===== config.mk =====
export PLATFORM = sky130hd
export DESIGN_NAME = por_rst_seq
export DESIGN_NICKNAME = d
export VERILOG_FILES = /design/src/rtl/por_rst_seq.sv
export SDC_FILE = /design/constraint.sdc
export NUM_CORES = 1
export LEC_CHECK = 0
export ABC_CLOCK_PERIOD_IN_PS = 3100
export BUFFER_PORTS_ARGS = -buffer_cell sky130_fd_sc_hd__buf_2
export CAP_MARGIN = 15
export CORE_ASPECT_RATIO = 1.1
export CORE_UTILIZATION = 56
export DETAILED_ROUTE_END_ITERATION = 6
export GPL_TIMING_DRIVEN = 0
export PLACE_DENSITY = 0.83
export SYNTH_ARGS = -nofsm -noshare
export SYNTH_HDL_FRONTEND = slang
export SYNTH_SLANG_ARGS = --single-unit

===== constraint.sdc =====
create_clock -name osc_ck -period 3.1 [get_ports osc_ck]
set_clock_uncertainty 0.2 [all_clocks]
set_input_delay 0.31 -clock osc_ck [delete_from_list [all_inputs] [get_ports osc_ck]]
set_output_delay 0.31 -clock osc_ck [all_outputs]
set_load 0.02 [all_outputs]

===== src/rtl/por_rst_seq.sv =====
// por_rst_seq: synchronises a POR pulse and releases NSTG active-low domain resets one gap apart
// Optional POR pulse-width measurement is enabled by defining POR_SEQ_WIDTH_CHECK_EN.
module por_rst_seq #(
    parameter int NSTG = 4,
    parameter int MINW = 1024
) (
    input  logic            osc_ck,
    input  logic            rsb,
    input  logic            por,
    input  logic            force_rst,
    input  logic [1:0]      gap_sel,
    output logic [NSTG-1:0] rst_outb,
    output logic            seq_done,
    output logic [15:0]     por_width,
    output logic            por_short
);
    localparam int SW = $clog2(NSTG);

    typedef enum logic [1:0] {HOLD, RELEASE, DONE} state_e;

    state_e          state_q, state_d;
    logic            por_meta_q, por_s_q;
    logic [1:0]      gsel_q, gsel_d;
    logic [6:0]      cnt_q, cnt_d;
    logic [SW-1:0]   stg_q, stg_d;
    logic [NSTG-1:0] rst_outb_q, rst_outb_d;
    logic            seq_done_q, seq_done_d;
    logic            last_gap;

    if (NSTG < 2 || NSTG > 8 || MINW < 1 || MINW > 65535) begin : g_param_chk
        $error("por_rst_seq: NSTG must be 2..8 and MINW 1..65535");
    end

    // gap-1 for gap = 16 << gsel is a run of (4 + gsel) ones
    assign last_gap = (cnt_q == (7'h7F >> (2'd3 - gsel_q)));

    // Sequencer: HOLD wins over everything, then HOLD->RELEASE, then staged release to DONE
    always_comb begin
        state_d    = state_q;
        gsel_d     = gsel_q;
        cnt_d      = cnt_q;
        stg_d      = stg_q;
        rst_outb_d = rst_outb_q;
        seq_done_d = seq_done_q;
        if (por_s_q || force_rst) begin
            state_d    = HOLD;
            cnt_d      = '0;
            stg_d      = '0;
            rst_outb_d = '0;
            seq_done_d = 1'b0;
        end else if (state_q == HOLD) begin
            state_d = RELEASE;
            gsel_d  = gap_sel;
            cnt_d   = '0;
            stg_d   = '0;
        end else if (state_q == RELEASE) begin
            cnt_d = last_gap ? 7'd0 : cnt_q + 7'd1;
            if (last_gap) begin
                rst_outb_d[stg_q] = 1'b1;
                stg_d             = stg_q + SW'(1);
                state_d           = (stg_q == SW'(NSTG - 1)) ? DONE : RELEASE;
                seq_done_d        = (stg_q == SW'(NSTG - 1));
            end
        end
    end

    // POR synchroniser and sequencer state; rsb clears everything asynchronously
    always_ff @(posedge osc_ck or negedge rsb) begin
        if (!rsb) begin
            por_meta_q <= 1'b0;
            por_s_q    <= 1'b0;
            state_q    <= HOLD;
            gsel_q     <= '0;
            cnt_q      <= '0;
            stg_q      <= '0;
            rst_outb_q <= '0;
            seq_done_q <= 1'b0;
        end else begin
            por_meta_q <= por;
            por_s_q    <= por_meta_q;
            state_q    <= state_d;
            gsel_q     <= gsel_d;
            cnt_q      <= cnt_d;
            stg_q      <= stg_d;
            rst_outb_q <= rst_outb_d;
            seq_done_q <= seq_done_d;
        end
    end

    assign rst_outb = rst_outb_q;
    assign seq_done = seq_done_q;

`ifdef POR_SEQ_WIDTH_CHECK_EN
    logic        por_prev_q;
    logic [15:0] wcnt_q, wcnt_d;
    logic [15:0] por_width_q, por_width_d;
    logic        por_short_q, por_short_d;
    logic        por_fall;

    assign por_fall = !por_s_q && por_prev_q;

    // Width counter restarts at 1 on the first high cycle, saturates, and is captured on the fall
    always_comb begin
        wcnt_d      = por_s_q ? (por_prev_q ? ((&wcnt_q) ? wcnt_q : wcnt_q + 16'd1) : 16'd1) : wcnt_q;
        por_width_d = por_fall ? wcnt_q : por_width_q;
        por_short_d = por_fall ? (wcnt_q < 16'(MINW)) : por_short_q;
    end

    // Width measurement registers
    always_ff @(posedge osc_ck or negedge rsb) begin
        if (!rsb) begin
            por_prev_q  <= 1'b0;
            wcnt_q      <= '0;
            por_width_q <= '0;
            por_short_q <= 1'b0;
        end else begin
            por_prev_q  <= por_s_q;
            wcnt_q      <= wcnt_d;
            por_width_q <= por_width_d;
            por_short_q <= por_short_d;
        end
    end

    assign por_width = por_width_q;
    assign por_short = por_short_q;
`else
    assign por_width = '0;
    assign por_short = 1'b0;
`endif

endmodule


# == After elaboration in Yosys (flattened, before gate mapping) ==
# Cells that the tools add are included.
# totals
wordCells,53
register_bits,20
ram_bits,0
latch_bits,0
out_inout_bits,22
inputBits,6
romBits,0
n_memories,0
# classes
muxes,23
addsub,3
eq_ne,4
mul,0
div_mod_pow,0
n_reduce_logical,10
shifts,1
order_cmp,2
n_bitwise,2
# op_table
cell,count
two-way mux 7 bit,4
two-way mux 2 bit,9
two-way mux 4 bit,4
adder 7 x 1 -> 7 bit (second input constant),1
== test 7 bit,1
right shift 7 x 2 -> 7 bit (first input constant),1
nonzero test 3 bit,2
two-way mux 1 bit,5
bitwise OR 4 bit,1
AND reduction 2 bit,2
nonzero test 2 bit,2
< comparator 2 x 3 -> 1 bit (second input constant),1
AND reduction 3 bit,1
adder 2 x 1 -> 2 bit (second input constant),1
demux 1 bit (select 2 bit),1
== test 2 x 1 -> 1 bit (second input constant),1
== test 2 bit (second input constant),1
greater-or-equal comparator 2 x 1 -> 1 bit (second input constant),1
zero test 2 bit,1
!= test 2 bit (second input constant),1
subtractor 2 bit (first input constant),1
logical AND 1 bit,1
logical OR 1 bit,1
NOT 1 bit,1

# == Longest topological paths before layout ==
# Gate-level depths: netlist of run 1.
# depth
depth_word,9
depth_mapped,6
mapped_depth_nobuf,6

# == Worst setup path after synthesis of run 1 ==
# Ideal clock, no wire load.
# synth_path
path_kind,register -> register
start,register cnt_q[5]
end,register stg_q[0]
setup_ps,82
n_path_buf,0
slack_ps,1232
t_required_ps,2818
t_arrival_ps,1586
period_less_slack_ps,1868
path_stages_with_launch,6
cell_sequence,dfrtp_1 or3_4 o32ai_4 o21ai_2 or3_1 a31oi_1
# synth_via
elab_chain_len,3
# synth_rtl
element,line,rtl
from (decl),24,"logic [6:0] cnt_q, cnt_d;"
from (signal assigned),83,cnt_q <= cnt_d;
== test 7 bit,35,assign last_gap = (cnt_q == (7'h7F >> (2'd3 - gsel_q)));
nonzero test 3 bit (no line),n/a,
AND reduction 2 bit (no line),n/a,
to (signal assigned),84,stg_q <= stg_d;
to (decl),25,"logic [SW-1:0] stg_q, stg_d;"
# No other way between the ends.
# A chain may end at the register's enable or synchronous reset.

# == Worst setup path in the final report of run 1 ==
# Ends and elaborated chain as after synthesis.

==> reports/results.tsv, run 1 <==
metric	value	unit
CTS buffer count	3	
crit start category	flop	
share of layout cells above drive strength 1	25.83	%
top cell type by total area after synthesis	dfrtp_1	
final hold vios	0	
grt ovf	0	
Yosys top cell area share	43.48	%
Crit. End Element	flop	
class of the worst hold path	input port to flop	
Sw Share	27.18	%
Int Power	0.3516	mW
Layout area overhead	16.20	%
I/O pin count	28	
Final ANT Viol Nets	0	
IR drop worst, VDD	0.0002887	V
DR iter-0 viols	28	
Clock Pin Slew Worst Setup and Hold Paths	110	ps
Max-Cap Viols	0	
drt wl/cell	11.54	um
leakage	0.6676	nW
Max Slew Vio Count	0	
die width	45.23	um
DRT Pass-1 Iters	4	
Seq/Total Area, Yosys	43.48	%
# port buffers	10	
clock buffer depth	2	
Via Count	875	
fin crit share	65.13	%
Netlist cell types	32	
Yosys reg bits	20	
mux cell area share after synthesis	3.804	%
Syn. warnings	0	
slowest cell on the critical path	dfrtp_1	
Clk pwr share	25.5	%
Top FF cell, synth	dfrtp_1	
post-layout min period	2019	ps
ANT cells	0	
antenna violations before repair	0	
RSZ-0062 raised after global routing	no	
cts repair resizes	0	
crit path kind	flop to flop	
die area	2241	um^2
first-pass GRT wire length	3657	um
Combinational Power Share	17.6	%
Area after DPL	1295	um^2
Critical Path Fanout Max	5	
Core Util, Final	71.84	%
htree depth	1	
Synth Area in Adders	5.435	%
worst-path cell chain	or3_4 > a21oi_1 > o21ai_2 > or3_1 > a31oi_1	
CTS tree	done	
# setup viols final	0	
Post-Synth Simple-Gate Area	18.59	%
Avg Inst Size Synth	9.593	um^2
post-route cell area	1338	um^2
net switching power	0.1313	mW
largest family of logic cells by synthesized area	simple AND/OR/NAND/NOR gates	
routed wire length	2054	um
power per cell area	361.0	nW/um^2
WP data arrival	2050	ps
outcome	completed	
Area contributors post-synth	dfrtp_1 43%, buf_4 12%, ha_1 5.4%, nor2_1 4.6%, a31oi_1 3.8%	
cell row count	16	
CTS sink cnt	20	
worst skew pair latency	300	ps
cell area after synthesis	1151	um^2
Post-CTS Hold Buffers	2	
fmax	495.3	MHz
DRC Markers	0	
Root Buffer	clkbuf_4	
Core ar.	1862	um^2
Post-synth EDFFs	0	
nets@finish	164	
post-synthesis cell count	120	
Seq pwr share	56.9	%
DP HPWL	1559	um
Die Y	49.55	um
family with the most delay on the worst path	simple AND/OR/NAND/NOR gates	
starting density of the core	61.83	%
slowest stage delay, CP	450	ps
total negative slack	0	ps
post-CTS repair timing setup buffer count	0	
vias in the first global route	848	
ys async rst share	100.0	%
CP Data Required Time	3130	ps
largest net degree at the start of global routing	21	
xor and xnor area share after synthesis	2.283	%
CP bufs+invs	0	
Synth Area in Compound Gates	11.74	%
Placer Congestion	0.8416	
DR vias/cell	4.916	
GRT Resource Usage Total	22.69	%
## layout make-up
type / instances / area (um^2)
plain buffers: 22 / 150.1
fillers: 155 / 524.3
inverters: 4 / 15.01
well taps: 27 / 33.78
flip-flops and latches: 20 / 500.5
multi-input cells: 90 / 545.5
repair buffers: 12 / 70.07
clock buffers: 3 / 22.52
## through the flow
stage                     power [mW]  hold WS, ps  worst slack, ps  std cells
final                         0.4828        40.64             1081        178
after global routing          0.5078        31.20            972.9        178
after CTS                     0.4853        37.91             1075        178
after detailed placement      0.3624        75.45             1098        173
after global placement        0.3604        72.34             1141        173
after floorplan               0.3467       -185.6             1232        136
## power groups by stage
stage	sequential (mW)	clock, mW	combinational, mW
6_report	0.275	0.123	0.0849
3_3_place_gp	0.280	0	0.0807
2_1_floorplan	0.278	0	0.0683
4_1_cts	0.275	0.126	0.0844
3_5_place_dp	0.280	0	0.0824
5_1_grt	0.276	0.138	0.0934
## worst paths after layout
| check | cells after the start | slack [ps] | to | start |
|---|---|---|---|---|
| setup / recovery | 5 | 1080 | stg_q[0] | cnt_q[5] |
| hold / removal | 2 | 40 | gsel_q[1] | gap_sel[1] |
| setup reg to reg | 5 | 1080 | stg_q[0] | cnt_q[5] |
| hold reg to reg | 0 | 160 | por_s_q | por_meta_q |
| max in group asynchronous | 2 | 2120 | cnt_q[2] | rsb |
| min in group asynchronous | 2 | 270 | stg_q[0] | rsb |
## state kept, by name (all words and copies together), names as in the netlist
| register | count |
|---|---|
| seq_done | 1 |
| gsel_q | 2 |
| state_q | 2 |
| por_s_q | 1 |
| rst_outb | 4 |
| por_meta_q | 1 |
| cnt_q | 7 |
| stg_q | 2 |
## Yosys cell counts (2+ instances only)
| cell | number |
|---|---|
| o21ai_0 | 2 |
| ha_1 | 5 |
| nand3_1 | 6 |
| mux2_2 | 3 |
| dfrtp_1 | 20 |
| nor3_1 | 5 |
| clkbuf_1 | 4 |
| a22oi_1 | 2 |
| a31oi_1 | 7 |
| buf_4 | 18 |
| nor2_1 | 14 |
| or2_2 | 2 |
| a21oi_1 | 4 |
| xnor2_1 | 2 |
| inv_1 | 4 |
| nand2_1 | 6 |
## routing by layer
layer / vias to the layer above / wire, um / GRT usage [%]
li1: 440 / - / -
met1: 407 / 920 / 29.20
met2: 23 / 1017 / 36.71
met3: 5 / 63 / 2.198
met4: 0 / 53 / 12.12
met5: - / 0 / 0
## cell usage in the layout, fill, tap and decap left out, types with 4 or more instances in the layout
cell / instances
dfrtp_1: 20
buf_4: 18
conb_1: 17
nor2_1: 14
buf_2: 10
a31oi_1: 7
nand3_1: 6
nand2_1: 6
nor3_1: 5
ha_1: 5
inv_1: 4
clkbuf_1: 4
a21oi_1: 4
## cell families after synthesis
family,Yosys count
buf+inv,26
compound gates,18
other cells,1
mux,4
fa+ha+maj,5
xor+xnor,3
simple gates,43
flops,20
(Power assumes the default switching activity.)
==> run 2: changes to the inputs <==
==> config.mk (replaced) <==
export PLATFORM = sky130hd
export DESIGN_NAME = por_rst_seq
export DESIGN_NICKNAME = d
export VERILOG_FILES = /design/src/rtl/por_rst_seq.sv
export SDC_FILE = /design/constraint.sdc
export NUM_CORES = 1
export LEC_CHECK = 0
export ABC_CLOCK_PERIOD_IN_PS = 1900
export BUFFER_PORTS_ARGS = -buffer_cell sky130_fd_sc_hd__buf_2
export CAP_MARGIN = 15
export CORE_ASPECT_RATIO = 1.1
export CORE_UTILIZATION = 52
export DETAILED_ROUTE_END_ITERATION = 6
export GPL_TIMING_DRIVEN = 0
export PLACE_DENSITY = 0.78
export SYNTH_ARGS = -nofsm -noshare
export SYNTH_HDL_FRONTEND = slang
export SYNTH_SLANG_ARGS = --single-unit
==> constraint.sdc (replaced) <==
create_clock -name osc_ck -period 1.9 [get_ports osc_ck]
set_clock_uncertainty 0.2 [all_clocks]
set_input_delay 0.19 -clock osc_ck [delete_from_list [all_inputs] [get_ports osc_ck]]
set_output_delay 0.19 -clock osc_ck [all_outputs]
set_load 0.02 [all_outputs]
==> run 2 against run 1 <==
Compared with the run above:
- the flow now finishes with violations (setup timing)
- critical endpoint unchanged
- routed wire length increased by 11%
- non-clock buffer count increased by 7
- global-route usage decreased by 0.44 points
- total power increased by 66%
- register-to-register slack got worse by 1200 ps
- final cell count increased by 4.5%
- die area increased by 7.4%
- sequential power increased by 63%
- via count increased by 7.1%
- first-iteration DRC count decreased by 43%
==> reports/results.tsv, run 2 (synthesis gave the netlist of run 1 again) <==
metric	value	unit	change
outcome	finished, violations left		
failing checks	setup timing		
CP Data Required Time	1930	ps	-1200 ps
nets@finish	171		+4.3%
Core ar.	2042	um^2	+9.7%
leakage	0.7000	nW	+4.9%
worst-path cell chain	or3_4 > o32ai_4 > o21ai_2 > or3_1 > a31oi_1		
CTS sink cnt	20		unchanged
share of layout cells above drive strength 1	29.11	%	+3.3 points
crit path kind	flop to flop		
Die Y	51.35	um	+3.6%
Hold Crit Depth	3		+1
I/O pin count	28		unchanged
class of the worst hold path	input port to flop		
DRC Markers	0		unchanged
Critical Path Fanout Max	3		-2
DRT Pass-1 Iters	4		unchanged
Final ANT Viol Nets	0		unchanged
routed wire length	2272	um	+11%
largest net degree at the start of global routing	21		unchanged
crit start category	flop		
worst skew pair latency	300	ps	about the same
RSZ-0062 raised after global routing	yes		
# port buffers	10		unchanged
CTS tree	done		
Core Util, Final	69.06	%	-2.8 points
worst reg2reg path depth	5		unchanged
GR Util met3	2.120	%	-0.078 points
Crit. End Element	flop		
M2 GR Usage	39.81	%	+3.1 points
RR Startpoint	cnt_q[6]		
starting density of the core	56.37	%	-5.5 points
Clock Pin Slew Worst Setup and Hold Paths	110	ps	about the same
DR iter-0 viols	16		-43%
vias in the first global route	911		+7.4%
max reg flops	7		unchanged
IR drop worst, VDD	0.0003963	V	+37%
fmax	506.8	MHz	+2.3%
fin cells	186		+4.5%
Via Count	937		+7.1%
drt wl/cell	12.22	um	+5.9%
slowest stage delay, CP	420	ps	-30 ps
Cells after DPL	174		+0.58%
grt ovf	0		unchanged
ANT cells	0		unchanged
Placer Congestion	0.9083		+7.9%
Tot Pwr	0.8023	mW	+66%
post-route cell area	1410	um^2	+5.4%
post-layout min period	1973	ps	-45.92 ps
antenna violations before repair	0		unchanged
Most flops, register	cnt_q		
Root Buffer	clkbuf_4		
DP HPWL	1698	um	+8.9%
CP startpoint	cnt_q[6]		
die width	46.86	um	+3.6%
fin crit share	103.9	%	+39 points
clock buffer depth	2		unchanged
Layout fillers	180		+16%
cell row count	17		+1
final hold vios	0		unchanged
DR vias/cell	5.038		+2.5%
Max Slew Vio Count	0		unchanged
Most Crowded Layer GR	met2		
Area after DPL	1296	um^2	about the same
min setup slack post-route	-73.23	ps	-1154 ps
slowest cell on the critical path	dfrtp_2		
GRT Resource Usage Total	22.25	%	-0.44 points
most common cell after layout, fill and taps aside	buf_4		
power per cell area	569.0	nW/um^2	+58%
most frequent cells in the layout	22 x buf_4, 19 x dfrtp_1, 17 x conb_1		
Layout area overhead	22.50	%	
met1 usage	24.20	%	-5.0 points
Worst Hold Launch	force_rst		
die area	2406	um^2	+7.4%
# setup viols final	4		+4
first-pass GRT wire length	3753	um	+2.6%
CTS buffer count	3		unchanged
Max-Cap Viols	0		unchanged
WP data arrival	2010	ps	-40 ps
htree depth	1		unchanged
run 2: cell types whose count changed in the layout (fill, tap and decap cells not counted):
cell	delta
or2_4	+1
or2_2	-1
buf_4	+4
and2_4	+1
and2_1	-1
dfrtp_2	+1
o21ai_0	-1
dlygate4sd3_1	+3
nand3_2	+1
o21ai_1	+1
dfrtp_1	-1
nand3_1	-1
run 2: area by class of cell:
| class | count | area, um^2 | share of cell area, % |
|---|---|---|---|
| Multi-Input combinational cell | 90 | 555.5 | 39.40 |
| Tap cell | 28 | 35.03 | 2.484 |
| Timing Repair Buffer | 20 | 137.6 | 9.760 |
| Buffer | 21 | 142.6 | 10.12 |
| Clock buffer | 3 | 22.52 | 1.597 |
| Inverter | 4 | 15.01 | 1.065 |
| Sequential cell | 20 | 501.7 | 35.58 |
run 2: timing repair:
action | in CTS | in global routing
buffers inserted | 5 | 0
pin swaps | 8 | 1
endpoints found under the setup margin | 8 | 14
resized for setup | 5 | 0
hold buffers | 5 | 0
endpoints found under the hold margin | 24 | 0
run 2: layer usage:
metal  vias up  part of all wire [%]
met2        38                    52
met1       437                    41
met5         -                     0
met4         0                   2.9
met3         8                   4.4
li1        454                     -
run 2: final timing paths:
path / slack (ps) / endpoint
max in group asynchronous: 1020 / cnt_q[6]
max reg2reg: -70 / stg_q[0]
max: -70 / stg_q[0]
min: 110 / state_q[1]
min in group asynchronous: 160 / state_q[0]
min reg2reg: 160 / por_s_q
run 2: per-stage QoR:
stage / setup slack (ps) / setup TNS (ps) / hold WS (ps)
2_1_floorplan: 31.90 / 0 / -305.6
3_3_place_gp: -65.94 / -111.4 / -41.66
3_5_place_dp: -127.2 / -442.3 / -38.57
4_1_cts: -105.8 / -305.8 / 97.22
5_1_grt: -189.4 / -820.0 / 122.0
6_report: -73.23 / -95.80 / 108.1
run 2: worst max-delay path, delay by kind of cell, from the launching register on:
kind	cells	cell delay [ps]
AND/OR/NAND/NOR	2	730
AO/OA/AOI/OAI	3	560
flip-flops	1	420
run 2: where the power goes:
group | total, mW | switching [mW] | internal, mW
clock network | 0.198 | 0.124 | 0.0740
logic | 0.157 | 0.0835 | 0.0733
registers | 0.447 | 0.0106 | 0.437
==> run 3: changes to the inputs <==
--- a/config.mk
+++ b/config.mk
@@ -9,10 +9,11 @@
 export BUFFER_PORTS_ARGS = -buffer_cell sky130_fd_sc_hd__buf_2
 export CAP_MARGIN = 15
 export CORE_ASPECT_RATIO = 1.1
-export CORE_UTILIZATION = 52
+export CORE_UTILIZATION = 50
 export DETAILED_ROUTE_END_ITERATION = 6
 export GPL_TIMING_DRIVEN = 0
-export PLACE_DENSITY = 0.78
+export MAX_ROUTING_LAYER = met4
+export PLACE_DENSITY = 0.75
 export SYNTH_ARGS = -nofsm -noshare
 export SYNTH_HDL_FRONTEND = slang
 export SYNTH_SLANG_ARGS = --single-unit
==> run 3 against run 2 <==
Compared with the run above:
- setup slack got worse by 1.1 ps
- combinational power increased by 15%
- critical endpoint is now cnt_q[4]
- sequential share of layout area decreased by 2.1 points
- final area increased by 6.1%
- the flow still finishes with violations (setup timing)
- count of clock-buffer cells in the layout increased by 1
- routed wire length increased by 8.3%
- hold slack got worse by 21 ps
- non-clock buffer count increased by 2
- largest power group unchanged
- total power increased by 9.6%
==> reports/results.tsv, run 3 (synthesis gave the netlist of run 1 again) <==
metric	value	unit	change
DR vias/cell	5.016		-0.43%
CTS tree	done		
Core ar.	2085	um^2	+2.1%
crit path kind	flop to flop		
GR Util met3	6.207	%	+4.1 points
fin cells	189		+1.6%
M2 GR Usage	39.19	%	-0.63 points
first-pass GRT wire length	3691	um	-1.7%
I/O pin count	28		unchanged
cell row count	17		unchanged
Area after DPL	1296	um^2	unchanged
outcome	finished, violations left		
Critical Path Fanout Max	4		+1
Die Y	52.33	um	+1.9%
hold endpoint	state_q[1]		
slowest cell on the critical path	dfrtp_1		
# port buffers	10		unchanged
antenna violations before repair	0		unchanged
Most Crowded Layer GR	met2		
total negative slack	-288.6	ps	-192.8 ps
Hold Crit Depth	3		unchanged
Crit. End Element	flop		
net switching power	0.2338	mW	+7.2%
met1 usage	22.54	%	-1.7 points
starting density of the core	55.22	%	-1.2 points
RR Startpoint	gsel_q[1]		
worst rel slew slack	64.05	%	
final hold vios	0		unchanged
# setup viols final	8		+4
power per cell area	587.7	nW/um^2	+3.3%
DP HPWL	1577	um	-7.1%
Seq pwr share	51.2	%	-4.6 points
die width	47.75	um	+1.9%
most common cell after layout, fill and taps aside	buf_4		
class of the worst hold path	input port to flop		
slowest stage delay, CP	440	ps	+20 ps
Layout area overhead	30.00	%	
min setup slack post-route	-74.29	ps	-1.061 ps
Via Count	948		+1.2%
worst skew pair latency	310	ps	about the same
CTS sink cnt	20		unchanged
most frequent cells in the layout	22 x buf_4, 19 x dfrtp_1, 17 x conb_1		
Placer Congestion	0.9257		+1.9%
Int Power	0.6456	mW	+11%
Combinational Power Share	20.5	%	+1.0 points
post-route cell area	1496	um^2	+6.1%
Clk pwr share	28.3	%	+3.6 points
Final ANT Viol Nets	0		unchanged
nets@finish	173		+1.2%
leakage	0.7242	nW	+3.5%
grt ovf	0		unchanged
worst reg2reg path depth	7		+2
drt wl/cell	13.02	um	+6.6%
DRC Markers	0		unchanged
crit start category	flop		
CTS buffer count	3		unchanged
failing checks	setup timing		
CP Data Required Time	1890	ps	-40 ps
Sw Share	26.59	%	-0.61 points
clock buffer depth	2		unchanged
Max-Cap Viols	0		unchanged
largest net degree at the start of global routing	21		unchanged
post-layout min period	1974	ps	+1.061 ps
RSZ-0062 raised after global routing	yes		
fin crit share	103.9	%	about the same
IR drop worst, VDD	0.0004133	V	+4.3%
GRT Resource Usage Total	22.17	%	-0.071 points
Max Slew Vio Count	0		unchanged
WP data arrival	1960	ps	-50 ps
DRT Pass-1 Iters	4		unchanged
ANT cells	0		unchanged
max reg flops	7		unchanged
Worst Hold Launch	force_rst		
DR iter-0 viols	15		-1
Most flops, register	cnt_q		
Cells after DPL	174		unchanged
vias in the first global route	893		-2.0%
fmax	506.5	MHz	about the same
worst-path cell chain	or3_4 > o32ai_4 > buf_4 > buf_6 > nor4_1 > a21oi_1 > nor2_1		
die area	2499	um^2	+3.8%
Clock Pin Slew Worst Setup and Hold Paths	120	ps	about the same
routed wire length	2461	um	+8.3%
Reg2Reg Setup Slack	-70	ps	about the same
htree depth	1		unchanged
Slew @ Worst Pin	539.2	ps	
share of layout cells above drive strength 1	34.16	%	+5.0 points
reg-to-reg endpoint	cnt_q[4]		
Root Buffer	clkbuf_4		
[run 3: final cells by class]
cell class / instances / area (um^2)
Inverter: 4 / 15.01
Timing Repair Buffer: 22 / 168.9
Sequential cell: 20 / 501.7
Clock buffer: 4 / 36.28
Fill cell: 162 / 588.1
Buffer: 21 / 142.6
Multi-Input combinational cell: 90 / 596.8
Tap cell: 28 / 35.03
[run 3: power groups by stage]
stage | Clock, mW | Sequential, mW | Combinational [mW]
after CTS | 0.261 | 0.449 | 0.164
after floorplan | 0 | 0.454 | 0.111
final | 0.249 | 0.450 | 0.180
after global placement | 0 | 0.456 | 0.132
after global routing | 0.277 | 0.452 | 0.196
after detailed placement | 0 | 0.457 | 0.135
[run 3: worst max-delay path: cells and delay by family (launching register included)]
| family | cells | cell delay (ps) |
|---|---|---|
| flip-flops | 1 | 440 |
| AO/OA/AOI/OAI | 2 | 440 |
| AND/OR/NAND/NOR | 3 | 520 |
| buffers and inverters | 2 | 260 |
[run 3: repair_timing]
item / in CTS / in global routing
buffers inserted: 5 / 2
hold endpoints to repair: 24 / 0
resized for setup: 6 / 8
setup endpoints to repair: 7 / 16
cloned: 0 / 0
hold buffers: 5 / 0
pin swaps: 6 / 5
[run 3: metal layers]
metal	wire, um	share of wire (%)	vias up
met4	46	1.9	0
li1	-	-	459
met2	1327	54	32
met1	980	40	453
met3	106	4.3	4
met5	0	0	-
[run 3: per-stage QoR]
stage | hold slack [ps] | util (%) | power (mW) | setup slack [ps]
6_report | 87.07 | 71.79 | 0.8794 | -74.29
5_1_grt | 80.96 | 71.79 | 0.9248 | -183.5
4_1_cts | 71.66 | 69.03 | 0.8736 | -89.11
3_5_place_dp | -38.10 | 62.18 | 0.5920 | -115.6
3_3_place_gp | -43.00 | 62.18 | 0.5880 | -52.09
2_1_floorplan | -305.6 | - | 0.5657 | 31.90
[run 3: worst max path at each step]
stage	start	endpoint	slack, ps	cells after the start
after global placement	cnt_q[5]	stg_q[0]	-50	5
after global routing	gsel_q[1]	stg_q[0]	-180	5
after detailed placement	cnt_q[5]	stg_q[0]	-120	5
final	gsel_q[1]	cnt_q[4]	-70	7
after CTS	gsel_q[1]	stg_q[0]	-90	5
after floorplan	cnt_q[5]	stg_q[0]	30	5
